$ cat src/rtl/fetch_unit_pkg.sv
// fetch_unit_pkg: shared state encoding and constants for the instruction-fetch stage.
// Revision 1.0
`default_nettype none

package fetch_unit_pkg;

  typedef enum logic [1:0] {
    S_IDLE = 2'd0,
    S_REQ  = 2'd1,
    S_DONE = 2'd2
  } fetch_state_e;

  localparam logic [1:0] INSTR_ALIGN_MASK = 2'b11;
  localparam int         PC_INCR          = 4;

endpackage

`default_nettype wire

$ cat src/rtl/fetch_unit.sv
// fetch_unit: reads one instruction word at the latched PC, then pulses pc_ena/done once.
// Revision 1.0
`default_nettype none

module fetch_unit
  import fetch_unit_pkg::*;
#(
  parameter int N = 32,
  parameter int W = 32
) (
  input  logic         clk,
  input  logic         rst,
  input  logic [N-1:0] pc,
  input  logic         start,
  output logic [N-1:0] mem_addr,
  output logic         mem_rd,
  input  logic [W-1:0] mem_rdata,
  input  logic         mem_ready,
  output logic [W-1:0] instr,
  output logic [N-1:0] pc_plus4,
  output logic         pc_ena,
  output logic         done,
  output logic         busy,
  output logic         fault
);

  fetch_state_e state_q, state_d;
  logic [N-1:0] mem_addr_q, mem_addr_d;
  logic [N-1:0] pc_plus4_q, pc_plus4_d;
  logic [W-1:0] instr_q, instr_d;
  logic         fault_q, fault_d;

  always_ff @(posedge clk or posedge rst) begin
    if (rst) begin
      state_q    <= S_IDLE;
      mem_addr_q <= '0;
      pc_plus4_q <= '0;
      instr_q    <= '0;
      fault_q    <= 1'b0;
    end else begin
      state_q    <= state_d;
      mem_addr_q <= mem_addr_d;
      pc_plus4_q <= pc_plus4_d;
      instr_q    <= instr_d;
      fault_q    <= fault_d;
    end
  end

  always_comb begin
    state_d    = state_q;
    mem_addr_d = mem_addr_q;
    pc_plus4_d = pc_plus4_q;
    instr_d    = instr_q;
    fault_d    = fault_q;
    case (state_q)
      S_IDLE: begin
        if (start) begin
          if ((pc[1:0] & INSTR_ALIGN_MASK) == 2'b00) begin
            mem_addr_d = pc;
            // Modulo-2^N add: the top address wraps to zero.
            pc_plus4_d = pc + N'(PC_INCR);
            fault_d    = 1'b0;
            state_d    = S_REQ;
          end else begin
            fault_d = 1'b1;
          end
        end
      end
      S_REQ: begin
        if (mem_ready) begin
          instr_d = mem_rdata;
          state_d = S_DONE;
        end
      end
      S_DONE: state_d = S_IDLE;
      default: state_d = S_IDLE;
    endcase
  end

  // Handshake outputs are pure state decodes, so no input reaches an output combinationally.
  assign mem_rd   = (state_q == S_REQ);
  assign pc_ena   = (state_q == S_DONE);
  assign done     = (state_q == S_DONE);
  assign busy     = (state_q != S_IDLE);
  assign mem_addr = mem_addr_q;
  assign pc_plus4 = pc_plus4_q;
  assign instr    = instr_q;
  assign fault    = fault_q;

endmodule

`default_nettype wire

$ cat config.mk
export PLATFORM = sky130hd
export DESIGN_NAME = fetch_unit
export DESIGN_NICKNAME = d
export VERILOG_FILES = /design/src/rtl/fetch_unit_pkg.sv /design/src/rtl/fetch_unit.sv
export SDC_FILE = /design/constraint.sdc
export NUM_CORES = 1
export LEC_CHECK = 0
export BUFFER_PORTS_ARGS = -buffer_cell sky130_fd_sc_hd__clkbuf_2
export CORE_AREA = 4 4 121 146
export CTS_CLUSTER_DIAMETER = 100
export DETAILED_ROUTE_END_ITERATION = 12
export DIE_AREA = 0 0 125 150
export SLEW_MARGIN = 20
export SYNTH_ARGS = -nofsm -noshare
export SYNTH_HDL_FRONTEND = slang
export SYNTH_SLANG_ARGS = --single-unit
export TNS_END_PERCENT = 5
$ cat constraint.sdc
create_clock -name clk -period 3.6 [get_ports clk]
set_input_delay 0 -clock clk [delete_from_list [all_inputs] [get_ports clk]]
set_output_delay 0 -clock clk [all_outputs]
set_load 0.05 [all_outputs]
* After elaboration in Yosys (flattened, before gate mapping)
Cells that the tools add are included.
** Storage, ports and cells
- Flip-flop bits (word level) :: 99
- Output and inout bits :: 101
- Word-level logic and storage cells :: 23
** Cells by class
- Equal/unequal tests :: 5
- Add/sub/neg operators :: 1
- Mux-type cells :: 5
- Reductions and logical operators :: 7
** Operators with widths (count)
- 32-bit by 3-bit adder with 32-bit output (second input constant) :: 1
- 2-bit 2-to-1 mux :: 3
- 3-bit AND reduction :: 2
- 2-bit zero test :: 2
- 2-bit inequality test (second input constant) :: 2
- 2-bit one-hot mux with 2 select lines :: 1
- 2-bit AND reduction :: 2
- 2-bit by 1-bit == test with 1-bit output (second input constant) :: 1
- 2-bit == test (second input constant) :: 1
- 2-bit by 1-bit inequality test with 1-bit output (second input constant) :: 1
- 2-bit nonzero test :: 1
- 1-bit 2-to-1 mux :: 1

* Logic depth before layout (Yosys ltp)
Gate-level depths: netlist (run 1).
- Depth in word-level cells :: 4
- Depth in mapped cells :: 6
- Depth with buffers taken out :: 6

* Worst setup path after synthesis (run 1)
No wires, ideal clock.
- Kind :: reg2reg
- Start point :: reg state_q[1]
- End point :: reg instr_q[0], in the netlist instr[0]
- Cell stages (with the launch flop) :: 5
- Setup slack :: 1.473 ns
- Data arrival time :: 2.002 ns
- Clock period less this slack :: 2.127 ns
- Library setup time :: 0.125 ns
- Buffers on the path :: 1
- Cell sequence :: dfrtp_1 nor2b_1 nand2_1 buf_1 mux2_2
** Between the ends
- Cells in the longest elaborated chain, start to end :: 2
** Ends and longest elaborated chain
- start, declared :: line fetch_unit.sv:27 : fetch_state_e state_q, state_d;
- start signal, assigned :: line fetch_unit.sv:41 : state_q <= state_d;
- 2-bit by 1-bit == test with 1-bit output
- net mem_rd :: line fetch_unit.sv:16 : output logic mem_rd,
- 2-bit AND reduction (no line)
- end signal, assigned :: line fetch_unit.sv:44 : instr_q <= instr_d;
- end, declared :: line fetch_unit.sv:30 : logic [W-1:0] instr_q, instr_d;
The timed path passes the listed nets, and every way through them passes these cells.
A chain may end at the register's enable or synchronous reset.

* Worst setup path after layout (run 1)
- Start point :: reg state_q[0]
- End point :: reg pc_plus4_q[31], in the netlist pc_plus4[31]
** Between the ends
- Cells in the longest elaborated chain, start to end :: 2
** Ends and longest elaborated chain
- 2-bit zero test :: line fetch_unit.sv:55 : case (state_q)
- 3-bit AND reduction (no line)
- end signal, assigned :: line fetch_unit.sv:43 : pc_plus4_q <= pc_plus4_d;
- end, declared :: line fetch_unit.sv:29 : logic [N-1:0] pc_plus4_q, pc_plus4_d;
No other way between the ends.

==> results of run 1 <==
-- synth_stat cells (all sizes together) --
cell and count:
buf 9, a21oi 1, o21a 1, nand3 13, clkbuf 11, and2 3
and3 5, ha 1, inv 5, xor2 16, nor2b 2, nor3 1
nor2 8, and4 2, nor4 3, mux2 33, or4 1, nand4 11
o21ai 28, dfrtp 97, xnor2 11, nand2 126
-- final timing paths --
path | cells after the start | slack (ns) | to | start
max in group asynchronous | 4 | 2.52 | mem_addr[18]$_DFFE_PP0P_ | rst
worst max register to register | 5 | 1.49 | pc_plus4[31]$_DFFE_PP0P_ | state_q[0]$_DFFE_PP0P_
worst min register to register | 2 | 0.47 | mem_addr[31]$_DFFE_PP0P_ | mem_addr[31]$_DFFE_PP0P_
min in group asynchronous | 3 | 0.19 | pc_plus4[29]$_DFFE_PP0P_ | rst
worst max-delay path | 5 | 1.49 | pc_plus4[31]$_DFFE_PP0P_ | state_q[0]$_DFFE_PP0P_
worst min-delay path | 3 | 0.06 | mem_addr[6]$_DFFE_PP0P_ | pc[6]
-- cells by family (layout without fill, tap and decap cells) --
family / after synthesis / in the layout / synth area share
adder cells (fa/ha/maj): 1 / 1 / 0.00303
flip-flops: 97 / 97 / 0.588
AND/OR/NAND/NOR: 175 / 175 / 0.198
AO/OA/AOI/OAI: 30 / 30 / 0.0370
multiplexers: 33 / 33 / 0.0901
XOR/XNOR: 27 / 27 / 0.0573
buffers and inverters: 25 / 258 / 0.0264
-- worst min-delay path, cell delays in order --
cell	delay (ns)
sky130_fd_sc_hd__clkbuf_2	0.13
sky130_fd_sc_hd__inv_1	0.12
sky130_fd_sc_hd__o21ai_0	0.10
-- flip-flops by register name, indices dropped and copies added, names as in the netlist --
| name | count |
|---|---|
| pc_plus4 | 30 |
| state_q | 2 |
| fault | 1 |
| instr | 32 |
| mem_addr | 32 |
-- power by group through the flow --
stage	logic (uW)	clock network [uW]	registers, uW
global route	1890	1150	1560
floorplan	300	0	2530
detailed placement	1760	0	1540
finish	1800	1070	1520
CTS	1810	1110	1520
global placement	1750	0	1530
-- per-stage QoR --
stage	utilization	power, uW	area [um2]	cells	setup WS, ns
5_1_grt	0.381	4600	6170	833	1.29
3_5_place_dp	0.321	3300	5190	753	1.45
2_1_floorplan	-	2830	4130	388	1.07
6_report	0.381	4380	6170	833	1.49
3_3_place_gp	0.321	3280	5190	753	1.44
4_1_cts	0.381	4450	6170	833	1.42
-- area by class of cell --
| cell class | instances | area, um2 | area share |
|---|---|---|---|
| Sequential cell | 97 | 2430 | 0.394 |
| Multi-Input combinational cell | 266 | 1600 | 0.260 |
| Timing Repair Buffer | 237 | 1520 | 0.246 |
| Tap cell | 212 | 265 | 0.0430 |
| Clock buffer | 9 | 225 | 0.0365 |
| Clock inverter | 7 | 106 | 0.0172 |
| Inverter | 5 | 21.3 | 0.00345 |
-- what timing repair did --
item,4_1_cts,5_1_grt
hold buffers,64,0
hold endpoints to repair,99,0
setup buffers,0,0
-- routing by layer --
metal | vias to the layer above | part of all wire | GRT usage
li1 | 1727 | - | -
met1 | 1663 | 0.41 | 0.149
met2 | 88 | 0.52 | 0.213
met3 | 17 | 0.038 | 0.0250
met4 | 0 | 0.026 | 0.0542
met5 | - | 0 | 0
==> impl_metrics.yaml, run 1 <==
detailed_routing:
  drcViolationCount: 0
  routed-via-count: 3495
  detailedRoute.firstIterationViolations: 138
  first_pass_iters: 4
  route.detailed.vias_per_inst: 4.20
  postRouteAntennaNets: 0
  route.detailed.wl_per_inst_um: 13.9
  route.final.wire_length_um: 11600
worst_hold_path:
  hold_path_class: "in -> reg"
floorplanning:
  floorplan.die.height_um: 150
  i_o_pin_count: 169
  floorplan.die_area_um2: 18800
  placementRows: 51
  fp.coreArea_um2: 16200
  initial_util: 0.255
  fp.dieW_um: 125
logic_synthesis:
  synthDistinctLibCells: 29
  syn-num-nets: 457
  ys_seq_area_frac: 0.588
  synth_cells: 388
  post_syn_area_um2: 4130
  dominant_cell_type_by_area_after_synthesis: "sky130_fd_sc_hd__dfrtp_1"
  postSynthAreaPerCell_um2: 10.6
  synth_area_leaders: "sky130_fd_sc_hd__dfrtp_1, sky130_fd_sc_hd__nand2_1, sky130_fd_sc_hd__mux2_2"
  ys_seq_elements: 97
  ys_warns: 0
  synthDominantCellAreaShare: 0.588
clocking:
  clock_pin_slew_on_the_worst_setup_and_hold_paths_ns: 0.07
  worst_skew_pair.late_latency_ns: 0.34
  cts-root-buf: "sky130_fd_sc_hd__clkbuf_16"
  clk_path_buf_depth: 2
  cts_tree: "built"
  cts_repair_resize_count: 0
  tritoncts_num_sinks: 97
  cts_buffers: 9
  cts_htree_levels: 3
final_layout:
  fillCellCount: 1623
  drive_gt1_frac: 0.370
  mostFrequentLayoutCells: "sky130_fd_sc_hd__clkbuf_2, sky130_fd_sc_hd__nand2_1, sky130_fd_sc_hd__dfrtp_1, sky130_fd_sc_hd__dlygate4sd3_1, sky130_fd_sc_hd__mux2_2"
  layout.nets: 685
  antenna_cells: 0
  area_growth_syn_to_layout_pct: 49.5
  layout.cells.most_common: "sky130_fd_sc_hd__clkbuf_2"
power:
  p_clk_frac: 0.243
  seqPwrFrac: 0.347
  power.net_switching_uw: 1960
  p_per_area_nw_per_um2: 711
  p_int_uw: 2420
  power.ir.vdd_worst_mv: 0.281
  netSwitchingFraction: 0.448
  leakagePower_uw: 0.00309
  power.combinational.fraction: 0.410
setup_path:
  worstSetupStartpointType: "flop"
  timing.setup.critical_path_class: "reg -> reg"
  end_kind: "flop"
  crit_path_max_incr_delay_ns: 0.87
  timing.critical_path.max_delay_family: "simple AND/OR/NAND/NOR gates"
  path_buf_inv: 1
  crit_required_ns: 3.87
  worstPathMaxFanout: 24
  endpoint_arrival_time_on_the_critical_path_ns: 2.38
  worstPathCellList: "nor2_1 -> and3_1 -> buf_4 -> nand3_1 -> nand4_1"
  critPathSlowestCell: "sky130_fd_sc_hd__and3_1"
global_route:
  grt.overflow.total: 0
  number_of_global_route_vias_before_repair: 3613
  track_usage: 0.123
  first_pass_grt_wire_length_um: 18500
  grt_antenna_before_repair: 0
  pin_count_of_the_biggest_net_entering_global_routing: 58
placed_design:
  finalWeightedCongestion: 0.707
  port_buffers: 168
  detail_placement_hpwl_um: 8070
timing:
  timing_hold_violations_final: 0
  fin_tns_setup_ns: 0
  period_share: 0.587
  fin_skew_ns: 0.00937
  whs_ns: 0.0601
  post-route-min-period_ns: 2.11
  maxSlewViolCount: 0
  setup_repair_after_global_routing_missed_its_margin: "false"
  max_freq_mhz: 474
  maxSlewHeadroom: 0.351
  worst-slew-pin-transition_ns: 0.973
  setup_viol_count_final: 0
job:
  maxCapViolCount: 0
status:
  outcome: "completed"
Note: power is estimated with default switching activity, not from simulation.
==> run 2, diff against run 1 <==
--- a/config.mk
+++ b/config.mk
@@ -5,11 +5,12 @@
 export SDC_FILE = /design/constraint.sdc
 export NUM_CORES = 1
 export LEC_CHECK = 0
+export ABC_AREA = 1
 export BUFFER_PORTS_ARGS = -buffer_cell sky130_fd_sc_hd__clkbuf_2
-export CORE_AREA = 4 4 121 146
+export CORE_AREA = 4 4 126 152
 export CTS_CLUSTER_DIAMETER = 100
 export DETAILED_ROUTE_END_ITERATION = 12
-export DIE_AREA = 0 0 125 150
+export DIE_AREA = 0 0 130 156
 export SLEW_MARGIN = 20
 export SYNTH_ARGS = -nofsm -noshare
 export SYNTH_HDL_FRONTEND = slang
==> constraint.sdc (replaced) <==
create_clock -name clk -period 2.1 [get_ports clk]
set_input_delay 0 -clock clk [delete_from_list [all_inputs] [get_ports clk]]
set_output_delay 0 -clock clk [all_outputs]
set_load 0.05 [all_outputs]
==> run 2 against run 1 <==
Effect of this change:
- register-to-register slack worse by 1.0 ns
- final cell count up 24%
- synthesized cell count up 52%
- synthesized area up 10%
- clock power up 56%
- flip-flop and latch count unchanged
- global-route usage up 1.5 points
- core utilization down 0.91 points
- count of clock-buffer cells in the layout up 2
- sequential share of layout area down 2.0 points
- worst setup slack worse by 1.0 ns
- largest cell class unchanged
==> impl_metrics.yaml, run 2 <==
logic_synthesis:
  ranking_of_synthesized_cells_by_instance_count: "sky130_fd_sc_hd__nand2_1, sky130_fd_sc_hd__dfrtp_1, sky130_fd_sc_hd__nor2_1"
  postSynthAreaPerCell_um2: 7.72
  ys_dominant_reg_cell: "sky130_fd_sc_hd__dfrtp_1"
  ys_seq_elements: 97
  ys_warns: 0
  ys_seq_area_frac: 0.534
  synth_cells: 589
  synth_area_leaders: "sky130_fd_sc_hd__dfrtp_1, sky130_fd_sc_hd__nand2_1, sky130_fd_sc_hd__nor2_1"
  synthDominantCellAreaShare: 0.534
  dominant_cell_type_by_area_after_synthesis: "sky130_fd_sc_hd__dfrtp_1"
  post_syn_area_um2: 4550
  synth_most_common_cell: "sky130_fd_sc_hd__nand2_1"
  async_reset_ff_frac: 1.00
  synthDistinctLibCells: 27
  synth-edff-count: 0
  syn-num-nets: 658
floorplanning:
  fp.dieW_um: 130
  floorplan.die.height_um: 156
  initial_util: 0.260
  placementRows: 53
  i_o_pin_count: 169
  fp.coreArea_um2: 17500
  floorplan.die_area_um2: 20300
final_layout:
  mostFrequentLayoutCells: "sky130_fd_sc_hd__nand2_1, sky130_fd_sc_hd__clkbuf_2, sky130_fd_sc_hd__dfrtp_1, sky130_fd_sc_hd__dlygate4sd3_1, sky130_fd_sc_hd__nor2_1"
  drive_gt1_frac: 0.254
  cell_count_final_fillers_out: 1036
  layout.nets: 879
  area_growth_syn_to_layout_pct: 43.0
  layout.cells.most_common: "sky130_fd_sc_hd__nand2_1"
global_route:
  pin_count_of_the_biggest_net_entering_global_routing: 98
  number_of_global_route_vias_before_repair: 4359
  track_usage: 0.138
  grt_antenna_before_repair: 0
  grt.overflow.total: 0
  first_pass_grt_wire_length_um: 22000
clocking:
  cts_htree_levels: 3
  clock_pin_slew_on_the_worst_setup_and_hold_paths_ns: 0.07
  tritoncts_num_sinks: 97
  worst_skew_pair.late_latency_ns: 0.35
  cts-root-buf: "sky130_fd_sc_hd__clkbuf_16"
  cts_repair_resize_count: 0
  cts_post_setup_buffers_inserted: 0
  clk_path_buf_depth: 2
  cts_tree: "built"
  cts_buffers: 9
timing:
  timing_hold_violations_final: 0
  maxSlewViolCount: 0
  worst-slew-pin-transition_ns: 0.534
  maxSlewHeadroom: 0.644
  period_share: 0.773
  max_freq_mhz: 616
  post-route-min-period_ns: 1.62
  fin_tns_setup_ns: 0
  setup_ws_ns: 0.477
  whs_ns: 0.0206
  setup_repair_after_global_routing_missed_its_margin: "false"
  fin_skew_ns: 0.00700
  setup_viol_count_final: 0
placed_design:
  detail_placement_hpwl_um: 9920
  finalWeightedCongestion: 0.793
  dp_slack_ns: 0.459
  place.detailed.instances: 959
  port_buffers: 168
setup_path:
  worstSetupStartpointType: "flop"
  timing.setup.critical_path_class: "reg -> reg"
  path_common_cell: "sky130_fd_sc_hd__nand2_1"
  end_kind: "flop"
  crit_required_ns: 2.34
  endpoint_arrival_time_on_the_critical_path_ns: 1.86
  path_buf_inv: 1
  worstPathCellList: "nor2_4 -> nand3_2 -> buf_12 -> nor2_1 -> nand3_1 -> nand2_1 -> nand2_1"
  worstPathMaxFanout: 42
  critPathSlowestCell: "sky130_fd_sc_hd__dfrtp_1"
  timing.critical_path.max_delay_family: "simple AND/OR/NAND/NOR gates"
  crit_path_max_incr_delay_ns: 0.44
power:
  p_per_area_nw_per_um2: 1120
  power.ir.vdd_worst_mv: 0.533
  power.net_switching_uw: 3350
  seqPwrFrac: 0.357
  power.combinational.fraction: 0.415
  leakagePower_uw: 0.00353
  p_int_uw: 3950
  p_clk_frac: 0.229
  netSwitchingFraction: 0.459
worst_hold_path:
  hold_path_class: "in -> reg"
detailed_routing:
  drcViolationCount: 0
  route.detailed.wl_per_inst_um: 13.3
  first_pass_iters: 4
  postRouteAntennaNets: 0
  routed-via-count: 4387
  route.final.wire_length_um: 13800
  route.detailed.vias_per_inst: 4.23
  detailedRoute.firstIterationViolations: 220
status:
  outcome: "completed"
job:
  maxCapViolCount: 0
-- run 2: kinds of logic (layout without fill, tap and decap cells) --
group,after synthesis,after routing,share of synthesized area
AO/OA/AOI/OAI,20,20,0.0248
adder cells (fa/ha/maj),1,1,0.00275
buffers and inverters,62,288,0.0627
AND/OR/NAND/NOR,402,402,0.363
XOR/XNOR,7,7,0.0135
other,0,1,0
flip-flops,97,97,0.534
-- run 2: routing by layer --
| layer | wire (um) | vias to the layer above | GRT usage |
|---|---|---|---|
| li1 | - | 2242 | - |
| met1 | 5560 | 1999 | 0.162 |
| met2 | 6690 | 127 | 0.232 |
| met3 | 1240 | 19 | 0.0497 |
| met4 | 284 | 0 | 0.0480 |
| met5 | 0 | - | 0 |
-- run 2: final timing paths --
path	start	to	slack, ns	cells after the start
worst max-delay path	state_q[1]$_DFFE_PP0P_	pc_plus4[27]$_DFFE_PP0P_	0.48	7
worst min-delay path	pc[2]	pc_plus4[3]$_DFFE_PP0P_	0.02	4
worst max register to register	state_q[1]$_DFFE_PP0P_	pc_plus4[27]$_DFFE_PP0P_	0.48	7
worst min register to register	mem_addr[8]$_DFFE_PP0P_	mem_addr[8]$_DFFE_PP0P_	0.48	2
max in group asynchronous	rst	state_q[1]$_DFFE_PP0P_	1.36	4
min in group asynchronous	rst	mem_addr[23]$_DFFE_PP0P_	0.33	4
-- run 2: power by group through the flow --
stage                     Combinational, uW  Sequential [uW]  Clock (uW)
after CTS                              3060             2610        1730
after floorplan                         587             4230           0
final                                  3030             2610        1670
after global routing                   3230             2660        1800
after global placement                 2950             2640           0
after detailed placement               2980             2620           0
-- run 2: tightest hold or removal path, stage by stage --
cell and delay (ns):
sky130_fd_sc_hd__clkbuf_2 0.10, sky130_fd_sc_hd__ha_1 0.13, sky130_fd_sc_hd__nand2_1 0.05, sky130_fd_sc_hd__nand2_1 0.06
-- run 2: through the flow --
step,instance area (um2),util,power (uW)
after global routing,6500,0.371,7690
after detailed placement,5600,0.320,5600
after floorplan,4550,-,4810
after CTS,6500,0.371,7400
after global placement,5600,0.320,5590
final,6500,0.371,7310
-- run 2: repair_timing --
item / CTS / global route
hold buffers: 60 / 0
hold endpoints to repair: 170 / 0
setup endpoints to repair: 0 / 0
-- run 2: cell type report --
type	count	area (um2)
fillers	1846	11000
flip-flops and latches	97	2430
multi-input cells	430	1840
repair buffers	233	1520
well taps	220	275
clock buffers	11	233
inverters	39	150
clock inverters	5	62.6
diodes	1	2.50
==> run 3, diff against run 2 <==
--- a/config.mk
+++ b/config.mk
@@ -5,12 +5,12 @@
 export SDC_FILE = /design/constraint.sdc
 export NUM_CORES = 1
 export LEC_CHECK = 0
-export ABC_AREA = 1
+export ABC_AREA = 0
 export BUFFER_PORTS_ARGS = -buffer_cell sky130_fd_sc_hd__clkbuf_2
-export CORE_AREA = 4 4 126 152
+export CORE_AREA = 4 4 121 146
 export CTS_CLUSTER_DIAMETER = 100
 export DETAILED_ROUTE_END_ITERATION = 12
-export DIE_AREA = 0 0 130 156
+export DIE_AREA = 0 0 125 150
 export SLEW_MARGIN = 20
 export SYNTH_ARGS = -nofsm -noshare
 export SYNTH_HDL_FRONTEND = slang
==> constraint.sdc (replaced) <==
create_clock -name clk -period 1.41 [get_ports clk]
set_input_delay 0 -clock clk [delete_from_list [all_inputs] [get_ports clk]]
set_output_delay 0 -clock clk [all_outputs]
set_load 0.05 [all_outputs]
==> run 3 against run 2 <==
Effect of this change:
- total power up 52%
- count of clock-buffer cells in the layout unchanged
- clock skew is 0.0017 ns lower
- critical endpoint is now pc_plus4[31]$_DFFE_PP0P_
==> impl_metrics.yaml, run 3 (synthesis results as in run 1) <==
detailed_routing:
  postRouteAntennaNets: 0
  routed-via-count: 3644
  route.final.wire_length_um: 12600
  first_pass_iters: 4
  route.detailed.wl_per_inst_um: 14.5
  detailedRoute.firstIterationViolations: 169
  drcViolationCount: 0
  route.detailed.vias_per_inst: 4.20
power:
  power.ir.vdd_worst_mv: 0.724
  p_per_area_nw_per_um2: 1700
  leakagePower_uw: 0.00328
setup_path:
  ff2ff_setup_slack_ns: 0.03
  end_kind: "flop"
  worstPathMaxFanout: 3
  timing.setup.critical_path_class: "in -> reg"
  crit_required_ns: 1.69
  worstSetupEndpoint: "pc_plus4[31]$_DFFE_PP0P_"
  critical_path.reg2reg.startpoint: "state_q[1]$_DFFE_PP0P_"
  worstSetupStartpointType: "input port"
  worstSetupStartpoint: "pc[24]"
  r2r_end: "instr[28]$_DFFE_PP0P_"
  endpoint_arrival_time_on_the_critical_path_ns: 1.66
  r2r_cells: 5
global_route:
  grt.overflow.total: 0
  number_of_global_route_vias_before_repair: 3729
  groute.layer.met3.usage: 0.0303
  grt_antenna_before_repair: 0
  grt_most_used_layer: "met2"
  met2_usage: 0.231
  track_usage: 0.131
  first_pass_grt_wire_length_um: 19400
  pin_count_of_the_biggest_net_entering_global_routing: 98
  gr-usage-met1: 0.158
final_layout:
  cell_count_final_fillers_out: 868
  layout.cells.most_common: "sky130_fd_sc_hd__clkbuf_2"
  area_growth_syn_to_layout_pct: 58.1
  drive_gt1_frac: 0.422
  mostFrequentLayoutCells: "sky130_fd_sc_hd__clkbuf_2, sky130_fd_sc_hd__nand2_1, sky130_fd_sc_hd__dfrtp_1, sky130_fd_sc_hd__dlygate4sd3_1, sky130_fd_sc_hd__buf_4"
  antenna_cells: 0
  layout.nets: 720
placed_design:
  port_buffers: 168
  detail_placement_hpwl_um: 8690
  place.detailed.instances: 792
  dp_slack_ns: -0.124
  finalWeightedCongestion: 0.740
floorplanning:
  floorplan.die_area_um2: 18800
  initial_util: 0.255
  i_o_pin_count: 169
  fp.coreArea_um2: 16200
  floorplan.die.height_um: 150
  placementRows: 51
  fp.dieW_um: 125
clocking:
  cts-root-buf: "sky130_fd_sc_hd__clkbuf_16"
  worst_skew_pair.late_latency_ns: 0.35
  cts_tree: "built"
  tritoncts_num_sinks: 97
  clock_pin_slew_on_the_worst_setup_and_hold_paths_ns: 0.07
  clk_path_buf_depth: 2
  cts_htree_levels: 3
  cts_buffers: 9
timing:
  maxSlewViolCount: 0
  setup_ws_ns: 0.0280
  whs_ns: 0.00629
  fin_skew_ns: 0.00530
  post-route-min-period_ns: 1.38
  timing_hold_violations_final: 0
  maxSlewHeadroom: 0.643
  setup_repair_after_global_routing_missed_its_margin: "true"
  period_share: 0.980
  max_freq_mhz: 724
  setup_viol_count_final: 0
  worst-slew-pin-transition_ns: 0.535
job:
  maxCapViolCount: 0
worst_hold_path:
  hold_path_class: "in -> reg"
status:
  outcome: "completed"
-- run 3: cell count changes in the layout (fill, tap and decap cells not counted), moves of 6 or more --
| cell | delta |
|---|---|
| sky130_fd_sc_hd__inv_1 | -32 |
| sky130_fd_sc_hd__nand2_1 | -166 |
| sky130_fd_sc_hd__nand3_1 | -7 |
| sky130_fd_sc_hd__mux2_2 | +32 |
| sky130_fd_sc_hd__o21ai_0 | +15 |
| sky130_fd_sc_hd__xor2_1 | +10 |
| sky130_fd_sc_hd__buf_4 | +40 |
| sky130_fd_sc_hd__nor2_4 | -6 |
| sky130_fd_sc_hd__nor2_1 | -50 |
| sky130_fd_sc_hd__xnor2_1 | +10 |
-- run 3: layout make-up --
cell class | count | area [um2]
Fill cell | 1623 | 9690
Sequential cell | 97 | 2430
Timing Repair Buffer | 272 | 1880
Multi-Input combinational cell | 266 | 1630
Tap cell | 212 | 265
Clock buffer | 11 | 243
Clock inverter | 5 | 55.1
Inverter | 5 | 22.5
-- run 3: what timing repair did --
| item | 4_1_cts | 5_1_grt |
|---|---|---|
| resized for setup | 1 | 10 |
| hold endpoints to repair | 155 | 0 |
| pin swaps | 0 | 3 |
| cloned | 0 | 2 |
| hold buffers | 56 | 0 |
| endpoints found under the setup margin | 2 | 18 |
| buffers inserted | 1 | 3 |
-- run 3: how the worst min path moves through the flow --
stage          depth (start not counted)    from                       end  slack, ns
2_1_floorplan                          2  pc[10]  mem_addr[10]$_DFFE_PP0P_       0.11
3_3_place_gp                           3     rst   mem_addr[0]$_DFFE_PP0P_       0.20
3_5_place_dp                           3     rst   mem_addr[0]$_DFFE_PP0P_       0.19
4_1_cts                                4   pc[8]   mem_addr[8]$_DFFE_PP0P_      0.001
5_1_grt                                4   pc[8]   mem_addr[8]$_DFFE_PP0P_       0.02
6_report                               4  pc[18]  mem_addr[18]$_DFFE_PP0P_      0.006
-- run 3: layer usage --
metal | wire (um) | up-vias | share of wire
met1 | 5060 | 1726 | 0.40
li1 | - | 1804 | -
met5 | 0 | - | 0
met4 | 298 | 0 | 0.024
met3 | 548 | 20 | 0.043
met2 | 6710 | 94 | 0.53
-- run 3: worst max-delay path: stages --
cell and delay (ns):
sky130_fd_sc_hd__dlygate4sd3_1 0.61, sky130_fd_sc_hd__and3_4 0.21, sky130_fd_sc_hd__and3_4 0.19, sky130_fd_sc_hd__nand2_2 0.05, sky130_fd_sc_hd__or4_4 0.51, sky130_fd_sc_hd__nand4_1 0.08
-- run 3: per-stage QoR --
step	util	area [um2]	power (uW)	setup TNS, ns
after floorplan	-	4130	7230	-22.60
after global placement	0.343	5550	8470	-0.124
after detailed placement	0.343	5550	8530	-0.498
after CTS	0.396	6420	11200	0
after global routing	0.402	6520	11600	-0.234
final	0.402	6520	11100	0
-- run 3: power by group --
| part | internal (uW) | switching, uW |
|---|---|---|
| clock network | 1420 | 1080 |
| registers | 3500 | 389 |
| logic | 1180 | 3530 |
